===== config.mk =====
export PLATFORM = sky130hd
export DESIGN_NAME = alu_share_arb_flat
export DESIGN_NICKNAME = d
export VERILOG_FILES = /design/src/rtl/alu_share_arb_pkg.sv /design/src/rtl/alu_share_arb_if.sv /design/src/rtl/alu_share_arb_rr_arb2.sv /design/src/rtl/alu_share_arb.sv /design/src/flat_wrapper.sv
export SDC_FILE = /design/constraint.sdc
export NUM_CORES = 1
export LEC_CHECK = 0
export CAP_MARGIN = 20
export CORE_AREA = 2 2 116 118
export CTS_CLUSTER_SIZE = 14
export DETAILED_ROUTE_END_ITERATION = 10
export DIE_AREA = 0 0 118 120
export GPL_ROUTABILITY_DRIVEN = 1
export HOLD_SLACK_MARGIN = 0.05
export PLACE_DENSITY = 0.85
export SYNTH_ARGS = -nofsm -noshare
export SYNTH_HDL_FRONTEND = slang
export SYNTH_HIERARCHICAL = 1
export SYNTH_SLANG_ARGS = --single-unit

===== constraint.sdc =====
create_clock -name clk -period 3.7 [get_ports clk]
set_input_delay 0.37 -clock clk [delete_from_list [all_inputs] [get_ports clk]]
set_output_delay 0.37 -clock clk [all_outputs]
set_load 0.05 [all_outputs]

===== src/rtl/alu_share_arb_pkg.sv =====
// Shared definitions for the ALU-sharing arbiter: FSM states, requester IDs
// and default datapath widths.
package alu_share_pkg;

   localparam int DEF_WIDTH = 32;
   localparam int DEF_OPW   = 3;
   localparam int DEF_SHW   = 5;

   typedef enum logic [1:0] {
      ST_IDLE = 2'd0,
      ST_BUSY = 2'd1,
      ST_DONE = 2'd2
   } state_t;

   localparam logic REQ_EXEC = 1'b0;
   localparam logic REQ_BR   = 1'b1;

endpackage


===== src/rtl/alu_share_arb_if.sv =====
// Bundle of the two request channels, the ALU drive/return signals and the
// response channel; slave is the arbiter side, master the surrounding logic.
interface alu_share_arb_if
   import alu_share_pkg::*;
#(
   parameter int WIDTH = DEF_WIDTH,
   parameter int OPW   = DEF_OPW,
   parameter int SHW   = DEF_SHW
);

   logic             req0_valid;
   logic             req0_ready;
   logic [WIDTH-1:0] req0_a;
   logic [WIDTH-1:0] req0_b;
   logic [OPW-1:0]   req0_op;
   logic [SHW-1:0]   req0_sh_amt;
   logic             req0_shift_src;

   logic             req1_valid;
   logic             req1_ready;
   logic [WIDTH-1:0] req1_a;
   logic [WIDTH-1:0] req1_b;
   logic [OPW-1:0]   req1_op;
   logic [SHW-1:0]   req1_sh_amt;
   logic             req1_shift_src;

   logic [WIDTH-1:0] alu_a;
   logic [WIDTH-1:0] alu_b;
   logic [OPW-1:0]   alu_op;
   logic [SHW-1:0]   alu_sh_amt;
   logic             alu_shift_src;
   logic [WIDTH-1:0] alu_result;
   logic             alu_neg;
   logic             alu_zero;
   logic             alu_carry;

   logic             rsp_valid;
   logic             rsp_ready;
   logic             rsp_id;
   logic [WIDTH-1:0] rsp_result;
   logic             rsp_neg;
   logic             rsp_zero;
   logic             rsp_carry;

   modport slave (
      input  req0_valid, req0_a, req0_b, req0_op, req0_sh_amt, req0_shift_src,
      output req0_ready,
      input  req1_valid, req1_a, req1_b, req1_op, req1_sh_amt, req1_shift_src,
      output req1_ready,
      output alu_a, alu_b, alu_op, alu_sh_amt, alu_shift_src,
      input  alu_result, alu_neg, alu_zero, alu_carry,
      output rsp_valid, rsp_id, rsp_result, rsp_neg, rsp_zero, rsp_carry,
      input  rsp_ready
   );

   modport master (
      output req0_valid, req0_a, req0_b, req0_op, req0_sh_amt, req0_shift_src,
      input  req0_ready,
      output req1_valid, req1_a, req1_b, req1_op, req1_sh_amt, req1_shift_src,
      input  req1_ready,
      input  alu_a, alu_b, alu_op, alu_sh_amt, alu_shift_src,
      output alu_result, alu_neg, alu_zero, alu_carry,
      input  rsp_valid, rsp_id, rsp_result, rsp_neg, rsp_zero, rsp_carry,
      output rsp_ready
   );

endinterface


===== src/rtl/alu_share_arb_rr_arb2.sv =====
// Two-way round-robin grant. The pointer names the favoured requester on a
// tie and moves to the other requester whenever a grant is taken.
module rr_arb2
   import alu_share_pkg::*;
(
   input  logic       clk,
   input  logic       rst,
   input  logic       en,
   input  logic [1:0] valid,
   output logic [1:0] grant
);

   logic ptr;

   always_comb begin
      grant = '0;
      if (en) begin
         if (valid == 2'b11) grant = (ptr == REQ_BR) ? 2'b10 : 2'b01;
         else                grant = valid;
      end
   end

   // grant is only ever raised alongside valid, so any grant is an accept
   always_ff @(posedge clk) begin
      if (rst)         ptr <= REQ_EXEC;
      else if (|grant) ptr <= ~grant[1];
   end

endmodule


===== src/rtl/alu_share_arb.sv =====
// Shares one ALU between the execute path and the branch unit: arbitrates,
// holds ALU operands for ALU_LAT cycles, then returns the captured result.
module alu_share_arb
   import alu_share_pkg::*;
#(
   parameter int WIDTH   = DEF_WIDTH,
   parameter int OPW     = DEF_OPW,
   parameter int SHW     = DEF_SHW,
   parameter int ALU_LAT = 1
) (
   input logic             clk,
   input logic             rst,
   alu_share_arb_if.slave  bus
);

   state_t           state;
   logic [3:0]       cnt;
   logic [1:0]       grant;
   logic             sel;

   logic [WIDTH-1:0] alu_a_q;
   logic [WIDTH-1:0] alu_b_q;
   logic [OPW-1:0]   alu_op_q;
   logic [SHW-1:0]   alu_sh_amt_q;
   logic             alu_shift_src_q;

   logic             rsp_valid_q;
   logic             rsp_id_q;
   logic [WIDTH-1:0] rsp_result_q;
   logic             rsp_neg_q;
   logic             rsp_zero_q;
   logic             rsp_carry_q;

   rr_arb2 u_arb (
      .clk   (clk),
      .rst   (rst),
      .en    (state == ST_IDLE),
      .valid ({bus.req1_valid, bus.req0_valid}),
      .grant (grant)
   );

   assign sel            = grant[1];
   assign bus.req0_ready = grant[0];
   assign bus.req1_ready = grant[1];

   always_ff @(posedge clk) begin
      if (rst) begin
         state           <= ST_IDLE;
         cnt             <= '0;
         alu_a_q         <= '0;
         alu_b_q         <= '0;
         alu_op_q        <= '0;
         alu_sh_amt_q    <= '0;
         alu_shift_src_q <= 1'b0;
         rsp_valid_q     <= 1'b0;
         rsp_id_q        <= REQ_EXEC;
         rsp_result_q    <= '0;
         rsp_neg_q       <= 1'b0;
         rsp_zero_q      <= 1'b0;
         rsp_carry_q     <= 1'b0;
      end else begin
         case (state)
            ST_IDLE: begin
               if (|grant) begin
                  alu_a_q         <= sel ? bus.req1_a         : bus.req0_a;
                  alu_b_q         <= sel ? bus.req1_b         : bus.req0_b;
                  alu_op_q        <= sel ? bus.req1_op        : bus.req0_op;
                  alu_sh_amt_q    <= sel ? bus.req1_sh_amt    : bus.req0_sh_amt;
                  alu_shift_src_q <= sel ? bus.req1_shift_src : bus.req0_shift_src;
                  rsp_id_q        <= sel ? REQ_BR : REQ_EXEC;
                  cnt             <= 4'(ALU_LAT);
                  state           <= ST_BUSY;
               end
            end
            ST_BUSY: begin
               cnt <= cnt - 4'd1;
               if (cnt == 4'd1) begin
                  rsp_result_q <= bus.alu_result;
                  rsp_neg_q    <= bus.alu_neg;
                  rsp_zero_q   <= bus.alu_zero;
                  rsp_carry_q  <= bus.alu_carry;
                  rsp_valid_q  <= 1'b1;
                  state        <= ST_DONE;
               end
            end
            ST_DONE: begin
               if (bus.rsp_ready) begin
                  rsp_valid_q <= 1'b0;
                  state       <= ST_IDLE;
               end
            end
            default: state <= ST_IDLE;
         endcase
      end
   end

   assign bus.alu_a         = alu_a_q;
   assign bus.alu_b         = alu_b_q;
   assign bus.alu_op        = alu_op_q;
   assign bus.alu_sh_amt    = alu_sh_amt_q;
   assign bus.alu_shift_src = alu_shift_src_q;

   assign bus.rsp_valid  = rsp_valid_q;
   assign bus.rsp_id     = rsp_id_q;
   assign bus.rsp_result = rsp_result_q;
   assign bus.rsp_neg    = rsp_neg_q;
   assign bus.rsp_zero   = rsp_zero_q;
   assign bus.rsp_carry  = rsp_carry_q;

endmodule

===== src/flat_wrapper.sv =====
// flat-port wrapper written by rule: the top's interface ports become plain ports
module alu_share_arb_flat import alu_share_pkg::*;
#(
   parameter int WIDTH   = DEF_WIDTH,
   parameter int OPW     = DEF_OPW,
   parameter int SHW     = DEF_SHW,
   parameter int ALU_LAT = 1
)
  (clk, rst, bus_req0_valid, bus_req0_a, bus_req0_b, bus_req0_op, bus_req0_sh_amt, bus_req0_shift_src, bus_req0_ready, bus_req1_valid, bus_req1_a, bus_req1_b, bus_req1_op, bus_req1_sh_amt, bus_req1_shift_src, bus_req1_ready, bus_alu_a, bus_alu_b, bus_alu_op, bus_alu_sh_amt, bus_alu_shift_src, bus_alu_result, bus_alu_neg, bus_alu_zero, bus_alu_carry, bus_rsp_valid, bus_rsp_id, bus_rsp_result, bus_rsp_neg, bus_rsp_zero, bus_rsp_carry, bus_rsp_ready);
  alu_share_arb_if #(.WIDTH(WIDTH), .OPW(OPW), .SHW(SHW)) bus_i ();
  input logic clk;
  input logic rst;
  input wire logic [$bits(bus_i.req0_valid)-1:0] bus_req0_valid;
  input wire logic [$bits(bus_i.req0_a)-1:0] bus_req0_a;
  input wire logic [$bits(bus_i.req0_b)-1:0] bus_req0_b;
  input wire logic [$bits(bus_i.req0_op)-1:0] bus_req0_op;
  input wire logic [$bits(bus_i.req0_sh_amt)-1:0] bus_req0_sh_amt;
  input wire logic [$bits(bus_i.req0_shift_src)-1:0] bus_req0_shift_src;
  output wire logic [$bits(bus_i.req0_ready)-1:0] bus_req0_ready;
  input wire logic [$bits(bus_i.req1_valid)-1:0] bus_req1_valid;
  input wire logic [$bits(bus_i.req1_a)-1:0] bus_req1_a;
  input wire logic [$bits(bus_i.req1_b)-1:0] bus_req1_b;
  input wire logic [$bits(bus_i.req1_op)-1:0] bus_req1_op;
  input wire logic [$bits(bus_i.req1_sh_amt)-1:0] bus_req1_sh_amt;
  input wire logic [$bits(bus_i.req1_shift_src)-1:0] bus_req1_shift_src;
  output wire logic [$bits(bus_i.req1_ready)-1:0] bus_req1_ready;
  output wire logic [$bits(bus_i.alu_a)-1:0] bus_alu_a;
  output wire logic [$bits(bus_i.alu_b)-1:0] bus_alu_b;
  output wire logic [$bits(bus_i.alu_op)-1:0] bus_alu_op;
  output wire logic [$bits(bus_i.alu_sh_amt)-1:0] bus_alu_sh_amt;
  output wire logic [$bits(bus_i.alu_shift_src)-1:0] bus_alu_shift_src;
  input wire logic [$bits(bus_i.alu_result)-1:0] bus_alu_result;
  input wire logic [$bits(bus_i.alu_neg)-1:0] bus_alu_neg;
  input wire logic [$bits(bus_i.alu_zero)-1:0] bus_alu_zero;
  input wire logic [$bits(bus_i.alu_carry)-1:0] bus_alu_carry;
  output wire logic [$bits(bus_i.rsp_valid)-1:0] bus_rsp_valid;
  output wire logic [$bits(bus_i.rsp_id)-1:0] bus_rsp_id;
  output wire logic [$bits(bus_i.rsp_result)-1:0] bus_rsp_result;
  output wire logic [$bits(bus_i.rsp_neg)-1:0] bus_rsp_neg;
  output wire logic [$bits(bus_i.rsp_zero)-1:0] bus_rsp_zero;
  output wire logic [$bits(bus_i.rsp_carry)-1:0] bus_rsp_carry;
  input wire logic [$bits(bus_i.rsp_ready)-1:0] bus_rsp_ready;
  assign bus_i.req0_valid = bus_req0_valid;
  assign bus_i.req0_a = bus_req0_a;
  assign bus_i.req0_b = bus_req0_b;
  assign bus_i.req0_op = bus_req0_op;
  assign bus_i.req0_sh_amt = bus_req0_sh_amt;
  assign bus_i.req0_shift_src = bus_req0_shift_src;
  assign bus_req0_ready = bus_i.req0_ready;
  assign bus_i.req1_valid = bus_req1_valid;
  assign bus_i.req1_a = bus_req1_a;
  assign bus_i.req1_b = bus_req1_b;
  assign bus_i.req1_op = bus_req1_op;
  assign bus_i.req1_sh_amt = bus_req1_sh_amt;
  assign bus_i.req1_shift_src = bus_req1_shift_src;
  assign bus_req1_ready = bus_i.req1_ready;
  assign bus_alu_a = bus_i.alu_a;
  assign bus_alu_b = bus_i.alu_b;
  assign bus_alu_op = bus_i.alu_op;
  assign bus_alu_sh_amt = bus_i.alu_sh_amt;
  assign bus_alu_shift_src = bus_i.alu_shift_src;
  assign bus_i.alu_result = bus_alu_result;
  assign bus_i.alu_neg = bus_alu_neg;
  assign bus_i.alu_zero = bus_alu_zero;
  assign bus_i.alu_carry = bus_alu_carry;
  assign bus_rsp_valid = bus_i.rsp_valid;
  assign bus_rsp_id = bus_i.rsp_id;
  assign bus_rsp_result = bus_i.rsp_result;
  assign bus_rsp_neg = bus_i.rsp_neg;
  assign bus_rsp_zero = bus_i.rsp_zero;
  assign bus_rsp_carry = bus_i.rsp_carry;
  assign bus_i.rsp_ready = bus_rsp_ready;
  alu_share_arb #(.WIDTH(WIDTH), .OPW(OPW), .SHW(SHW), .ALU_LAT(ALU_LAT)) u_core (.clk(clk), .rst(rst), .bus(bus_i));
endmodule

Word-level counts from Yosys, hierarchy flattened
Index checks and enable logic that the tools add are counted.
- bits in registers: 117
- input bits: 186
- output and inout port bits: 112
- logic and storage cells: 50
- add/sub/neg operators: 1
- equality and inequality tests: 7
- muxes and demuxes: 18
- bitwise logic cells: 1
- reductions and logical operators: 9
- operators by type and width (cell ; number):
    32-bit 2-to-1 mux ; 2
    2-bit 2-to-1 mux ; 6
    4-bit one-hot mux with 2 select lines ; 1
    2-bit one-hot mux with 3 select lines ; 1
    2-bit AND reduction ; 3
    3-bit AND reduction ; 2
    5-bit 2-to-1 mux ; 1
    2-bit equality test, second input constant ; 2
    4-bit by 1-bit equality test with 1-bit output, second input constant ; 1
    1-bit 2-to-1 mux ; 4
    4-bit 2-to-1 mux ; 1
    2-bit by 1-bit inequality test with 1-bit output, second input constant ; 2
    2-bit nonzero test ; 2
    4-bit by 1-bit subtractor with 4-bit output, second input constant ; 1
    3-bit 2-to-1 mux ; 1
    2-bit by 1-bit equality test with 1-bit output, second input constant ; 1
    2-bit zero test ; 1
    2-bit inequality test, second input constant ; 1
    1-bit one-hot mux with 2 select lines ; 1
    2-bit OR reduction ; 1
    1-bit inverter ; 1

Depth between registers and ports, before layout
- depth after elaboration: 6
- depth in mapped cells: 10

Cells and area by module
Netlist, hierarchy kept.
- modules (own cells, without submodules) (module ; instances ; cells an instance ; area an instance (sq um) ; seq. area each (sq um)):
    alu_share_arb ; 1 ; 542 ; 5213.8 ; 2322.2
    rr_arb2 ; 1 ; 8 ; 55.1 ; 20.0

Worst setup path after synthesis
Ideal clock, no wire load.
- path type: reg-to-reg
- from: register u_core.state[1]
- to: register u_core.alu_b_q[0] (netlist: u_core/bus.alu_b[0])
- library setup time: 0.145 ns
- arrival: 2.718 ns
- data required time: 3.555 ns
- path slack: 0.838 ns
- stages on the path, launching flop included: 10
- buffers on the path: 3
- clock period less this slack: 2.862 ns
- cell sequence: dfxtp_1 -> or2_4 -> inv_2 -> buf_2 -> nand2_1 -> a21oi_1 -> buf_4 -> buf_2 -> mux2i_1 -> a211oi_2
- longest elaborated chain between the ends: 4
- elaborated cells on any way between the ends: 5
- RTL lines (element ; RTL line ; text):
    from (decl) ; alu_share_arb.sv:16 ; state_t state;
    from (signal assigned) ; alu_share_arb.sv:48 ; state <= ST_IDLE;
    from (signal assigned) ; alu_share_arb.sv:72 ; state <= ST_BUSY;
    from (signal assigned) ; alu_share_arb.sv:83 ; state <= ST_DONE;
    2-bit zero test * ; alu_share_arb.sv:37 ; .en (state == ST_IDLE),
    2-bit 2-to-1 mux * ; alu_share_arb_rr_arb2.sv:17 ; if (en) begin
    net bus_req1_ready ; flat_wrapper.sv:26 ; output wire logic [$bits(bus_i.req1_ready)-1:0] bus_req1_ready;
    2-bit OR reduction ; alu_share_arb.sv:64 ; if (|grant) begin
    2-bit AND reduction (no source line) ; -- ;
    to (signal assigned) ; alu_share_arb.sv:66 ; alu_b_q <= sel ? bus.req1_b : bus.req0_b;
    to (decl) ; alu_share_arb.sv:22 ; logic [WIDTH-1:0] alu_b_q;
Mark *: on every way through the listed nets, which the timed path passes. The rest lies on a longest branch.
A chain may end at the register's enable or synchronous reset.

Worst setup path in the final report
- from: register u_core.state[1]
- to: output bus_req0_ready
- longest elaborated chain between the ends: 2
- RTL lines (element ; RTL line ; text):
    2-bit zero test ; alu_share_arb.sv:37 ;
    2-bit 2-to-1 mux ; alu_share_arb_rr_arb2.sv:17 ;
    to (decl) ; flat_wrapper.sv:19 ; output wire logic [$bits(bus_i.req0_ready)-1:0] bus_req0_ready;
No other way between the ends.

==> qor.csv <==
stage,metric,value,unit
timing,final.setup.tns,0,ns
global_routing,first_global_vias,5540,
placement,numPortBuffers,297,
cts,clkTransAtPathRegs,0.05,ns
yosys,netlist_area,0.00527,mm^2
global_routing,grt_pass1_wl,28200,um
yosys,synthesis.instances,550,
global_routing,grt_max_degree,77,
detailed_routing,wire_per_inst,17.9,um
hold_path,worst_hold_path_type,in2reg,
final_layout,drive_gt1_frac,0.0810,
timing,rsz0062_at_grt,false,
detailed_routing,wl,17900,um
detailed_routing,vias,5473,
detailed_routing,firstDrtPassIters,7,
cts,htreeDepth,4,
cts,cts_setup_buffers,0,
power,cellLeakagePower,0.00312,uW
floorplanning,dieArea,0.0142,mm^2
yosys,avgSynthCellArea,9.58,um^2
timing,hold_viol_final,0,
cts,cts_root_buffer,clkbuf_16,
floorplanning,initial_core_util,0.406,
setup_path,crit_arrival,2.39,ns
setup_path,crit_chain,or2_4 -> inv_2 -> nand2_1 -> a21oi_1 -> clkdlybuf4s50_1,
placement,gp_congestion,0.816,
floorplanning,num_rows,42,
timing,worst_slew_pin_slew,0.828,ns
cts,cts_hold_buf,0,
timing,fin_crit,2.76,ns
timing,slew_violations,0,
yosys,ys_seq_area_frac,0.445,
timing,max_freq,363,MHz
setup_path,worstPathRequired,3.33,ns
setup_path,crit_path_start_kind,flip-flop,
cts,clockBufferDepth,2,
timing,clock_skew,0.0121,ns
placement,pre_cts_slack,1.02,ns
floorplanning,ioPinCount,298,
timing,finalSetupViolCount,0,
power,power_density,767,mW/mm^2
detailed_routing,drc,0,
final_layout,fin_cells,1003,
setup_path,slowest_delay,0.88,ns
cts,clkLatencyLatePin,0.40,ns
timing,slew_headroom,0.448,
setup_path,path_buf_inv,2,
yosys,ys_ff_latch,117,
setup_path,critPathSlowestCell,clkdlybuf4s50_1,
yosys,ys_types,35,
setup_path,critPathTopFamily,buffers and inverters,
yosys,synth_warnings,6,
run_status,status,"complete, no violations",
global_routing,grt_overflow,0,
placement,post-place-cells,970,
timing,holdWs,0.345,ns
placement,place_hpwl,12600,um
floorplanning,die_y,120,um
setup_path,critPathMaxFanout,6,
final_layout,syn_to_final_growth,69.8,%
detailed_routing,ant_nets,0,
timing,setup_ws,0.944,ns
run,maxCapViolCount,0,
detailed_routing,drtIter0Drc,438,
global_routing,antenna_found_initial,0,
cts,numCtsBuffers,17,
final_layout,fillers,987,
power,ir_worst_vdd,0.419,mV
cts,cts_tree,built,
detailed_routing,routed_via_density,5.46,
setup_path,worst-setup-path-type,reg2out,
cts,cts_resized,0,
timing,period_share,0.745,
final_layout,antenna_cells,0,
cts,cts.sinks,117,
yosys,syn_nets,738,
setup_path,end_kind,output port,
final_layout,nets,1002,
floorplanning,die_w,118,um
global_routing,track_usage,0.246,
floorplanning,core_area,0.0130,mm^2
## synthesized netlist by cell type, drive strengths merged
master	count	area, um^2
xor2	1	8.76
nand3	1	5.00
nand3b	2	15.0
nor3	1	5.00
or2	2	15.0
a211oi	73	628
nand2	5	18.8
mux2	1	11.3
inv	4	15.0
o31a	1	8.76
ha	2	25.0
nor2b	1	6.26
or3b	1	8.76
nor2	6	25.0
nor4	1	6.26
nand4	35	219
a22oi	1	12.5
a311oi	1	8.76
o211ai	1	7.51
buf	39	267
dfxtp	117	2340
mux2i	73	731
clkbuf	25	95.1
a21oi	117	586
o21ai	36	180
nand2b	3	18.8
## metrics by stage
step | utilization | total power (uW) | cell area, um^2
6_report | 0.689 | 6860 | 8940
5_1_grt | 0.689 | 7150 | 8940
4_1_cts | 0.687 | 6850 | 8920
3_5_place_dp | 0.636 | 4980 | 8250
3_3_place_gp | 0.632 | 4860 | 8210
2_1_floorplan | - | 3970 | 5270
## flip-flops by register name (all words and copies together), names as in the netlist, 2 cells and up
signal / flops
u_core/bus.alu_op: 3
u_core/bus.alu_sh_amt: 5
u_core/state: 2
u_core/cnt: 4
u_core/bus.rsp_result: 32
u_core/bus.alu_b: 32
u_core/bus.alu_a: 32
## power breakdown
part | internal [uW] | switching (uW)
sequential | 1570 | 184
clock | 1300 | 548
combinational | 1150 | 2110
## cell type report
| type | instances | area (um^2) | area share |
|---|---|---|---|
| well taps | 176 | 220 | 0.0246 |
| inverters | 4 | 15.0 | 0.00168 |
| clock inverters | 9 | 198 | 0.0221 |
| multi-input cells | 365 | 2570 | 0.287 |
| flip-flops and latches | 117 | 2340 | 0.262 |
| clock buffers | 23 | 468 | 0.0523 |
| repair buffers | 309 | 3130 | 0.350 |
## path summary, 6_finish.rpt
kind	from	endpoint	slack, ns	depth (start not counted)
worst max-delay path	u_core/state[1]$_SDFFE_PP0P_	bus_req0_ready	0.94	5
worst min-delay path	rst	u_core/bus.alu_b[19]$_SDFFE_PP0P_	0.34	2
worst max register to register	u_core/state[1]$_SDFFE_PP0P_	u_core/bus.alu_op[2]$_SDFFE_PP0P_	1.20	8
worst min register to register	u_core/bus.rsp_valid$_SDFFE_PP0P_	u_core/bus.rsp_valid$_SDFFE_PP0P_	0.46	2
## logic make-up (layout without fill, tap and decap cells)
family	Yosys count	in the layout	share of synthesized area
and+or+nand+nor	58	58	0.0651
muxes	74	74	0.141
adders and majority gates	2	2	0.00475
buffers and inverters	68	345	0.0715
xor gates and xnor gates	1	1	0.00166
DFF	117	117	0.445
AOI/OAI and AO/OA	230	230	0.272
## layer usage
metal / vias to the layer above / GRT usage / routed length (um) / share of wire
met4: 0 / 0.110 / 527 / 0.029
met5: - / 0 / 0 / 0
met3: 41 / 0.0680 / 1330 / 0.074
met2: 260 / 0.431 / 9000 / 0.50
li1: 2608 / - / - / -
met1: 2564 / 0.278 / 7050 / 0.39
## placed cells by master, fill, tap and decap left out, types with 3 or more instances in the layout
| cell | synthesis | final |
|---|---|---|
| clkbuf_1 | 24 | 4 |
| o21ai_0 | 7 | 7 |
| a211oi_2 | 16 | 16 |
| o21ai_1 | 29 | 29 |
| clkdlybuf4s50_1 | 0 | 295 |
| mux2i_1 | 73 | 73 |
| nand2_1 | 5 | 5 |
| bufinv_16 | 0 | 6 |
| clkbuf_16 | 0 | 17 |
| buf_4 | 9 | 9 |
| inv_1 | 3 | 3 |
| a21oi_1 | 117 | 116 |
| a211oi_1 | 57 | 57 |
| nand2b_1 | 3 | 3 |
| dfxtp_1 | 117 | 117 |
| nor2_1 | 5 | 4 |
| nand4_1 | 35 | 35 |
No activity file was read; power rests on OpenSTA's default activity.
